**config.mk**
```make
export PLATFORM = sky130hd
export DESIGN_NAME = mips_mc_ctrl
export DESIGN_NICKNAME = d
export VERILOG_FILES = /design/src/rtl/mips_mc_ctrl.sv
export SDC_FILE = /design/constraint.sdc
export NUM_CORES = 1
export LEC_CHECK = 0
export CAP_MARGIN = 30
export CELL_PAD_IN_SITES_DETAIL_PLACEMENT = 0
export CELL_PAD_IN_SITES_GLOBAL_PLACEMENT = 1
export CORE_MARGIN = 2
export CORE_UTILIZATION = 31
export DETAILED_ROUTE_END_ITERATION = 12
export HOLD_SLACK_MARGIN = 0.15
export PLACE_DENSITY = 0.8
export REMOVE_ABC_BUFFERS = 1
export SYNTH_ARGS = -nofsm -noshare
export SYNTH_HDL_FRONTEND = slang
export SYNTH_SLANG_ARGS = --single-unit
```
**constraint.sdc**
```tcl
create_clock -name clk -period 1.8 [get_ports clk]
set_input_delay 0.18 -clock clk [delete_from_list [all_inputs] [get_ports clk]]
set_output_delay 0.18 -clock clk [all_outputs]
set_load 0.005 [all_outputs]
```
**src/rtl/mips_mc_ctrl.sv**
```systemverilog
// Multi-cycle MIPS control FSM: sequences PC/IR/regfile/ALU/memory strobes,
// absorbs memory wait states, counts retired instructions and halts on faults.
module mips_mc_ctrl #(
    parameter int unsigned CNT_W    = 32,
    parameter int unsigned MAX_WAIT = 16
) (
    input  logic             clk,
    input  logic             rst,
    input  logic [5:0]       opcode,
    input  logic [5:0]       funct,
    input  logic             zero,
    input  logic             mem_rdy,
    output logic             pc_we,
    output logic             ir_we,
    output logic             reg_we,
    output logic             mem_rd,
    output logic             mem_wr,
    output logic             iord,
    output logic             alu_src_a,
    output logic [1:0]       alu_src_b,
    output logic [2:0]       alu_op,
    output logic [1:0]       pc_src,
    output logic             reg_dst,
    output logic             mem_to_reg,
    output logic             instr_done,
    output logic [1:0]       halt_code,
    output logic [3:0]       state,
    output logic [CNT_W-1:0] instret_cnt
);

    localparam int unsigned WAIT_W = (MAX_WAIT < 2) ? 1 : $clog2(MAX_WAIT + 1);

    localparam logic [5:0] OP_RTYPE = 6'h00;
    localparam logic [5:0] OP_LW    = 6'h23;
    localparam logic [5:0] OP_SW    = 6'h2B;
    localparam logic [5:0] OP_BEQ   = 6'h04;
    localparam logic [5:0] OP_J     = 6'h02;

    localparam logic [5:0] FN_ADD = 6'h20;
    localparam logic [5:0] FN_SUB = 6'h22;
    localparam logic [5:0] FN_AND = 6'h24;
    localparam logic [5:0] FN_OR  = 6'h25;
    localparam logic [5:0] FN_SLT = 6'h2A;

    localparam logic [2:0] ALU_ADD = 3'b000;
    localparam logic [2:0] ALU_SUB = 3'b001;
    localparam logic [2:0] ALU_AND = 3'b010;
    localparam logic [2:0] ALU_OR  = 3'b011;
    localparam logic [2:0] ALU_SLT = 3'b100;

    localparam logic [1:0] HC_RUN     = 2'b00;
    localparam logic [1:0] HC_ILLEGAL = 2'b01;
    localparam logic [1:0] HC_TIMEOUT = 2'b10;

    typedef enum logic [3:0] {
        S_FETCH  = 4'd0,
        S_DECODE = 4'd1,
        S_MEMADR = 4'd2,
        S_MEMRD  = 4'd3,
        S_MEMWB  = 4'd4,
        S_MEMWR  = 4'd5,
        S_EXEC   = 4'd6,
        S_ALUWB  = 4'd7,
        S_BRANCH = 4'd8,
        S_JUMP   = 4'd9,
        S_HALT   = 4'd10
    } state_t;

    state_t            state_q, state_d;
    logic [1:0]        halt_q, halt_d;
    logic [WAIT_W-1:0] wait_q;
    logic [CNT_W-1:0]  cnt_q;
    logic              wait_inc;
    logic              timeout;

    assign timeout     = (wait_q == WAIT_W'(MAX_WAIT - 1));
    assign state       = state_q;
    assign halt_code   = halt_q;
    assign instret_cnt = cnt_q;

    // State, halt code, wait counter and retire counter
    always_ff @(posedge clk) begin
        if (rst) begin
            state_q <= S_FETCH;
            halt_q  <= HC_RUN;
            wait_q  <= '0;
            cnt_q   <= '0;
        end else begin
            state_q <= state_d;
            halt_q  <= halt_d;
            wait_q  <= wait_inc ? wait_q + WAIT_W'(1) : '0;
            if (instr_done) begin
                cnt_q <= cnt_q + CNT_W'(1);
            end
        end
    end

    // Next-state and per-state datapath strobes
    always_comb begin
        state_d    = state_q;
        halt_d     = halt_q;
        wait_inc   = 1'b0;
        pc_we      = 1'b0;
        ir_we      = 1'b0;
        reg_we     = 1'b0;
        mem_rd     = 1'b0;
        mem_wr     = 1'b0;
        iord       = 1'b0;
        alu_src_a  = 1'b0;
        alu_src_b  = 2'b00;
        alu_op     = ALU_ADD;
        pc_src     = 2'b00;
        reg_dst    = 1'b0;
        mem_to_reg = 1'b0;
        instr_done = 1'b0;

        unique case (state_q)
            S_FETCH: begin
                mem_rd    = 1'b1;
                alu_src_b = 2'b01;
                if (mem_rdy) begin
                    ir_we   = 1'b1;
                    pc_we   = 1'b1;
                    state_d = S_DECODE;
                end else if (timeout) begin
                    state_d = S_HALT;
                    halt_d  = HC_TIMEOUT;
                end else begin
                    wait_inc = 1'b1;
                end
            end
            S_DECODE: begin
                alu_src_b = 2'b11;
                case (opcode)
                    OP_RTYPE: begin
                        if (funct == FN_ADD || funct == FN_SUB || funct == FN_AND ||
                            funct == FN_OR  || funct == FN_SLT) begin
                            state_d = S_EXEC;
                        end else begin
                            state_d = S_HALT;
                            halt_d  = HC_ILLEGAL;
                        end
                    end
                    OP_LW, OP_SW: state_d = S_MEMADR;
                    OP_BEQ:       state_d = S_BRANCH;
                    OP_J:         state_d = S_JUMP;
                    default: begin
                        state_d = S_HALT;
                        halt_d  = HC_ILLEGAL;
                    end
                endcase
            end
            S_MEMADR: begin
                alu_src_a = 1'b1;
                alu_src_b = 2'b10;
                state_d   = (opcode == OP_LW) ? S_MEMRD : S_MEMWR;
            end
            S_MEMRD: begin
                mem_rd = 1'b1;
                iord   = 1'b1;
                if (mem_rdy) begin
                    state_d = S_MEMWB;
                end else if (timeout) begin
                    state_d = S_HALT;
                    halt_d  = HC_TIMEOUT;
                end else begin
                    wait_inc = 1'b1;
                end
            end
            S_MEMWB: begin
                reg_we     = 1'b1;
                mem_to_reg = 1'b1;
                instr_done = 1'b1;
                state_d    = S_FETCH;
            end
            S_MEMWR: begin
                mem_wr = 1'b1;
                iord   = 1'b1;
                if (mem_rdy) begin
                    instr_done = 1'b1;
                    state_d    = S_FETCH;
                end else if (timeout) begin
                    state_d = S_HALT;
                    halt_d  = HC_TIMEOUT;
                end else begin
                    wait_inc = 1'b1;
                end
            end
            S_EXEC: begin
                alu_src_a = 1'b1;
                case (funct)
                    FN_SUB:  alu_op = ALU_SUB;
                    FN_AND:  alu_op = ALU_AND;
                    FN_OR:   alu_op = ALU_OR;
                    FN_SLT:  alu_op = ALU_SLT;
                    default: alu_op = ALU_ADD;
                endcase
                state_d = S_ALUWB;
            end
            S_ALUWB: begin
                reg_we     = 1'b1;
                reg_dst    = 1'b1;
                instr_done = 1'b1;
                state_d    = S_FETCH;
            end
            S_BRANCH: begin
                alu_src_a  = 1'b1;
                alu_op     = ALU_SUB;
                pc_src     = 2'b01;
                pc_we      = zero;
                instr_done = 1'b1;
                state_d    = S_FETCH;
            end
            S_JUMP: begin
                pc_src     = 2'b10;
                pc_we      = 1'b1;
                instr_done = 1'b1;
                state_d    = S_FETCH;
            end
            S_HALT: begin
                state_d = S_HALT;
            end
            default: begin
                state_d = S_HALT;
                halt_d  = HC_ILLEGAL;
            end
        endcase

        // Reset silences every strobe in the same cycle
        if (rst) begin
            wait_inc   = 1'b0;
            pc_we      = 1'b0;
            ir_we      = 1'b0;
            reg_we     = 1'b0;
            mem_rd     = 1'b0;
            mem_wr     = 1'b0;
            iord       = 1'b0;
            alu_src_a  = 1'b0;
            alu_src_b  = 2'b00;
            alu_op     = ALU_ADD;
            pc_src     = 2'b00;
            reg_dst    = 1'b0;
            mem_to_reg = 1'b0;
            instr_done = 1'b0;
        end
    end

endmodule

```
# After elaboration in Yosys (flattened, before gate mapping)
# Index checks and enable logic that the tools add are counted.
# word_totals
register_bits,43
in_bits,16
wordCells,94
# classes
add_sub_neg,2
eq_ne,24
n_mux,45
bitwise,2
reduce_logical,17
# op_table
operator,n
$eq A6 B6 Y1 const B,7
$add A32 B1 Y32 const B,1
$pmux W4 S7,1
$mux W1,23
$mux W4,5
$eq A4 B3 Y1 const B,4
$pmux W4 S4,1
$eq A4 B4 Y1 const B,3
$pmux W2 S3,2
$pmux W3 S4,1
$mux W2,5
$reduce_or A2 Y1,5
$eq A4 B2 Y1 const B,2
$pmux W2 S2,2
$reduce_or A4 Y1,2
$reduce_or A7 Y1,1
$eq A6 B2 Y1 const B,1
$eq A6 B3 Y1 const B,1
$logic_not A6 Y1,1
$mux W3,2
$pmux W3 S2,1
$reduce_or A3 Y1,2
$add A5 B1 Y5 const B,1
$eq A5 B4 Y1 const B,1
10 further kinds,15

# Longest topological paths before layout
# depth
ltp_word,8
ltp_mapped,8

# Worst setup path after synthesis
# Ideal clock, no wire load.
# synth_path
path_kind,reg2reg
from,reg wait_q[0]
to,"reg halt_q[1], in the netlist halt_code[1]"
setup_time_ps,122
t_arrival_ps,1807
required_time_ps,1678
path_slack_ps,-129
stages_incl_launch_ff,9
path_buffers,0
period_less_slack_ps,1929
cell_sequence,dfxtp_1 > ha_1 > and3_1 > ha_1 > nand2b_1 > or4_1 > nand2_1 > nor4b_1 > a311o_1
# synth_via
elab_chain_len,3
# synth_lines
element,line_no,text
from (decl),71,logic [WAIT_W-1:0] wait_q;
from (signal assigned),91,wait_q <= wait_inc ? wait_q + WAIT_W'(1) : '0;
$eq A5 B4 Y1,76,assign timeout = (wait_q == WAIT_W'(MAX_WAIT - 1));
$ne A2 B1 Y1 (no source line),--,
$reduce_and A5 Y1 (no source line),--,
to (signal assigned),90,halt_q <= halt_d;
to (decl),70,"logic [1:0] halt_q, halt_d;"
# No other way between the ends.
# A chain may end at the register's enable or synchronous reset.

# Final worst setup path
# layout_path
from,"reg state_q[2], in the netlist state[2]"
to,"reg cnt_q[29], in the netlist instret_cnt[29]"
# layout_via
elab_chain_len,4
elab_cells_between_ends,8
# layout_lines
element,line_no,text
from (decl),69,"state_t state_q, state_d;"
from (signal assigned),89,state_q <= state_d;
$eq A4 B4 Y1 or $eq A4 B3 Y1 (tied branches),117,unique case (state_q)
$reduce_or A4 Y1 (no source line),--,
$pmux W1 S2 (*),117,
$mux W1 (*),230,if (rst) begin
to (signal assigned),93,cnt_q <= cnt_q + CNT_W'(1);
to (decl),72,logic [CNT_W-1:0] cnt_q;
# Every way passes the cells marked *; elsewhere a longest branch is shown, timed or not.

==> impl_metrics.tcl <==
set metrics [dict create \
    grt.overflow.total 0 \
    clk_pin_slew_ns 0.09 \
    status "complete, but fails checks" \
    fin_crit_ns 2.00 \
    yosysSeqAreaShare_pct 33.8 \
    hold_depth 3 \
    drc 0 \
    rrSetupSlack_ns -0.20 \
    cts_num_sinks 43 \
    crit_end "instret_cnt[29]" \
    synth_area_leaders "dfxtp_1, nor2_1, a21oi_1, xor2_1, o21ai_0" \
    core_area_sq_mm 0.00809 \
    syn_area_sq_mm 0.00255 \
    timing.final.crit_share_pct 111 \
    finalMaxSlewViolations 0 \
    grt_use_total_pct 18.5 \
    reg2reg_depth 7 \
    critPathBufInv 2 \
    htree_levels 2 \
    path_depth 7 \
    synth-edff-count 0 \
    wl_per_cell_um 14.4 \
    via_per_inst 5.21 \
    cts_tree "yes" \
    synth_area_leader_cell "dfxtp_1" \
    p_seq_share_pct 45.3 \
    start_kind "register" \
    grtUsageMet3_pct 3.51 \
    busiest_layer "met2" \
    crit_path_frequent_cell "buf_6" \
    maxSlewHeadroom_pct 76.3 \
    p_int_mw 1.55 \
    cap_viol_max_count 0 \
    fp.dieW_um 94.7 \
    drtAntennaViolNets 0 \
    io_buffer_count 70 \
    grt_first_pass_wirelength_um 13400 \
    reg2reg_from "state[2]" \
    postSynthCellCount 328 \
    ys.flop_type "dfxtp_1" \
    swShare_pct 28.7 \
    critical_path_arrival_ns 2.23 \
    violations "negative setup slack" \
    cp_slowest_cell "or4_1" \
    die_h_um 94.7 \
    start_util_pct 31.5 \
    antenna_found_initial 0 \
    synth-seq-cells 43 \
    place_congestion 0.826 \
    via_count 3104 \
    powerDensity_mw_per_mm2 473 \
    row_count 33 \
    async_flop_share_pct 0 \
    cp.required_ns 2.03 \
    hold_viol_final 0 \
    fillerInstances 766 \
    drive_above_1_share_pct 39.3 \
    synthDominantCellAreaShare_pct 33.8 \
    numCtsBuffers 5 \
    synth.distinct_cells 49 \
    setup_viol 27 \
    cp-end-kind "register" \
    avgSynthCellArea_sq_um 7.77 \
    cpPeakStageDelay_ns 0.55 \
    critical_path_class "register to register" \
    r2r-end "instret_cnt[29]" \
    grt_setup_unrepaired "true" \
    io-pin-count 71 \
    postRouteWirelength_um 8560 \
    cp_max_fo 6 \
    dp_hpwl_um 5690 \
    drt_iter0_markers 87 \
    fin_skew_ns 0.00721 \
    grt_use_met2_pct 32.4 \
    power_frac_comb_pct 26.3 \
    syn2layout_area_growth_pct 80.5 \
    hp-class "input port to register" \
    yosys_warnings 0 \
    clkPwrFrac_pct 28.4 \
    vdd_drop_max_mv 0.365 \
    path_cells "buf_6 > or3b_4 > o21ai_4 > buf_6 > o2111ai_4 > or4_1 > a21oi_1" \
    die_area_sq_mm 0.00896 \
    fmax_mhz 501 \
    insertion_delay_ns 0.29 \
    p_leak_nw 1.72 \
    startpoint "state[2]" \
    drt-pass1-iter-count 4 \
    met1_usage_pct 23.7 \
    cts_hold_buf 0 \
    final_nets 509 \
    worstMarginPinSlew_ns 0.352 \
    grt_max_degree 18 \
    fin_tns_setup_ns -2.62 \
    clock_path_buffers 2 \
    crit_family "simple AND/OR/NAND/NOR gates" \
    num_antenna_cells 0 \
    finalPower_mw 2.18 \
    first_global_vias 2929 \
    setup_ws_ns -0.197 \
    p_sw_uw 625 \
    root_buffer "clkbuf_8" \
]
==> registers in the layout, summed over array words and instances, names as in the netlist <==
signal	flops
instret_cnt	32
wait_q	5
state	4
halt_code	2
==> per-stage QoR <==
step / utilization [%] / std cells / worst slack [ns] / instance area (sq um) / hold slack [ns]
global placement: 47.7 / 559 / -0.454 / 3860 / 0.466
global route: 56.8 / 596 / -0.239 / 4600 / 0.406
detailed placement: 47.7 / 559 / -0.513 / 3860 / 0.489
CTS: 54.3 / 592 / -0.149 / 4400 / 0.393
finish: 56.8 / 596 / -0.197 / 4600 / 0.400
floorplan: - / 310 / -0.463 / 2460 / 0.249
==> synth_stat cells (2+ instances only) <==
cell	count
o2111ai_1	5
o22ai_1	2
xor2_1	12
nor3_1	10
dfxtp_1	43
xnor2_1	5
inv_1	10
ha_1	3
nand3_1	17
buf_6	2
or3_1	12
o21ai_0	19
and2_1	2
nor4_1	3
clkbuf_1	14
a311oi_1	2
nand2b_1	6
nand2_1	25
nor2_1	40
nand4_1	4
or4_1	9
or2_2	2
o211ai_1	2
and3_1	7
o31ai_1	9
a21oi_1	29
nor2b_1	7
nor4b_1	4
a211oi_1	2
buf_2	2
==> per-layer routing <==
layer,share of wire [%],vias to the layer above
met5,0,-
met4,1.1,0
met3,4.2,10
met2,49,80
met1,46,1486
li1,-,1528
==> power groups by stage <==
| stage | clock network [mW] | logic (mW) | registers, mW |
|---|---|---|---|
| final | 0.618 | 0.573 | 0.987 |
| after global routing | 0.674 | 0.614 | 0.990 |
| after CTS | 0.628 | 0.527 | 0.984 |
| after detailed placement | 0 | 0.427 | 1.00 |
| after global placement | 0 | 0.427 | 1.00 |
| after floorplan | 0 | 0.135 | 1.03 |
==> worst reg2reg max path: stages (launching register included) <==
cell,delay [ns]
dfxtp_2,0.34
buf_6,0.11
or3b_4,0.41
o21ai_4,0.08
buf_6,0.17
o2111ai_4,0.17
or4_1,0.55
a21oi_1,0.12
==> kinds of logic after synthesis <==
logic type,Yosys count,share of synthesized area (%)
flops,43,33.8
fa+ha+maj,3,1.47
compound gates,80,21.1
mux,1,0.393
buf+inv,28,4.81
xor+xnor,17,5.84
simple gates,156,32.6
==> area by class of cell <==
| type | count | area, sq um | area share (%) |
|---|---|---|---|
| sequential | 43 | 871 | 18.9 |
| clock buffer | 6 | 72.6 | 1.58 |
| timing repair buffer | 172 | 1530 | 33.3 |
| tap | 105 | 131 | 2.86 |
| clock inverter | 2 | 12.5 | 0.272 |
| multi-input combinational | 258 | 1950 | 42.3 |
| inverter | 10 | 37.5 | 0.816 |
==> layout by cell type, fill, tap and decap left out, drive strengths merged, types with 5 or more instances in the layout <==
cell / instances
nor3: 11
o2111ai: 7
dlygate4sd2: 5
nor2b: 7
clkdlybuf4s50: 52
nand2b: 7
o31ai: 9
inv: 10
or4: 9
a21oi: 29
buf: 111
dfxtp: 43
nor2: 40
and3: 7
nand3: 17
nand2: 25
xor2: 12
or3: 12
xnor2: 5
clkbuf: 10
o21ai: 20
==> repair_timing <==
| action | CTS | global route |
|---|---|---|
| gates resized for setup | 113 | 56 |
| pin swaps | 34 | 32 |
| endpoints found under the setup margin | 43 | 48 |
| gates cloned | 3 | 1 |
| setup buffers | 23 | 8 |
==> how the worst min path moves through the flow <==
stage,startpoint,to,slack [ns]
global placement,instret_cnt[31],instret_cnt[31],0.47
global route,rst,instret_cnt[24],0.41
floorplan,rst,instret_cnt[10],0.25
CTS,rst,instret_cnt[24],0.39
detailed placement,instret_cnt[25],instret_cnt[25],0.49
finish,rst,instret_cnt[24],0.40
No activity file was read; power rests on OpenSTA's default activity.
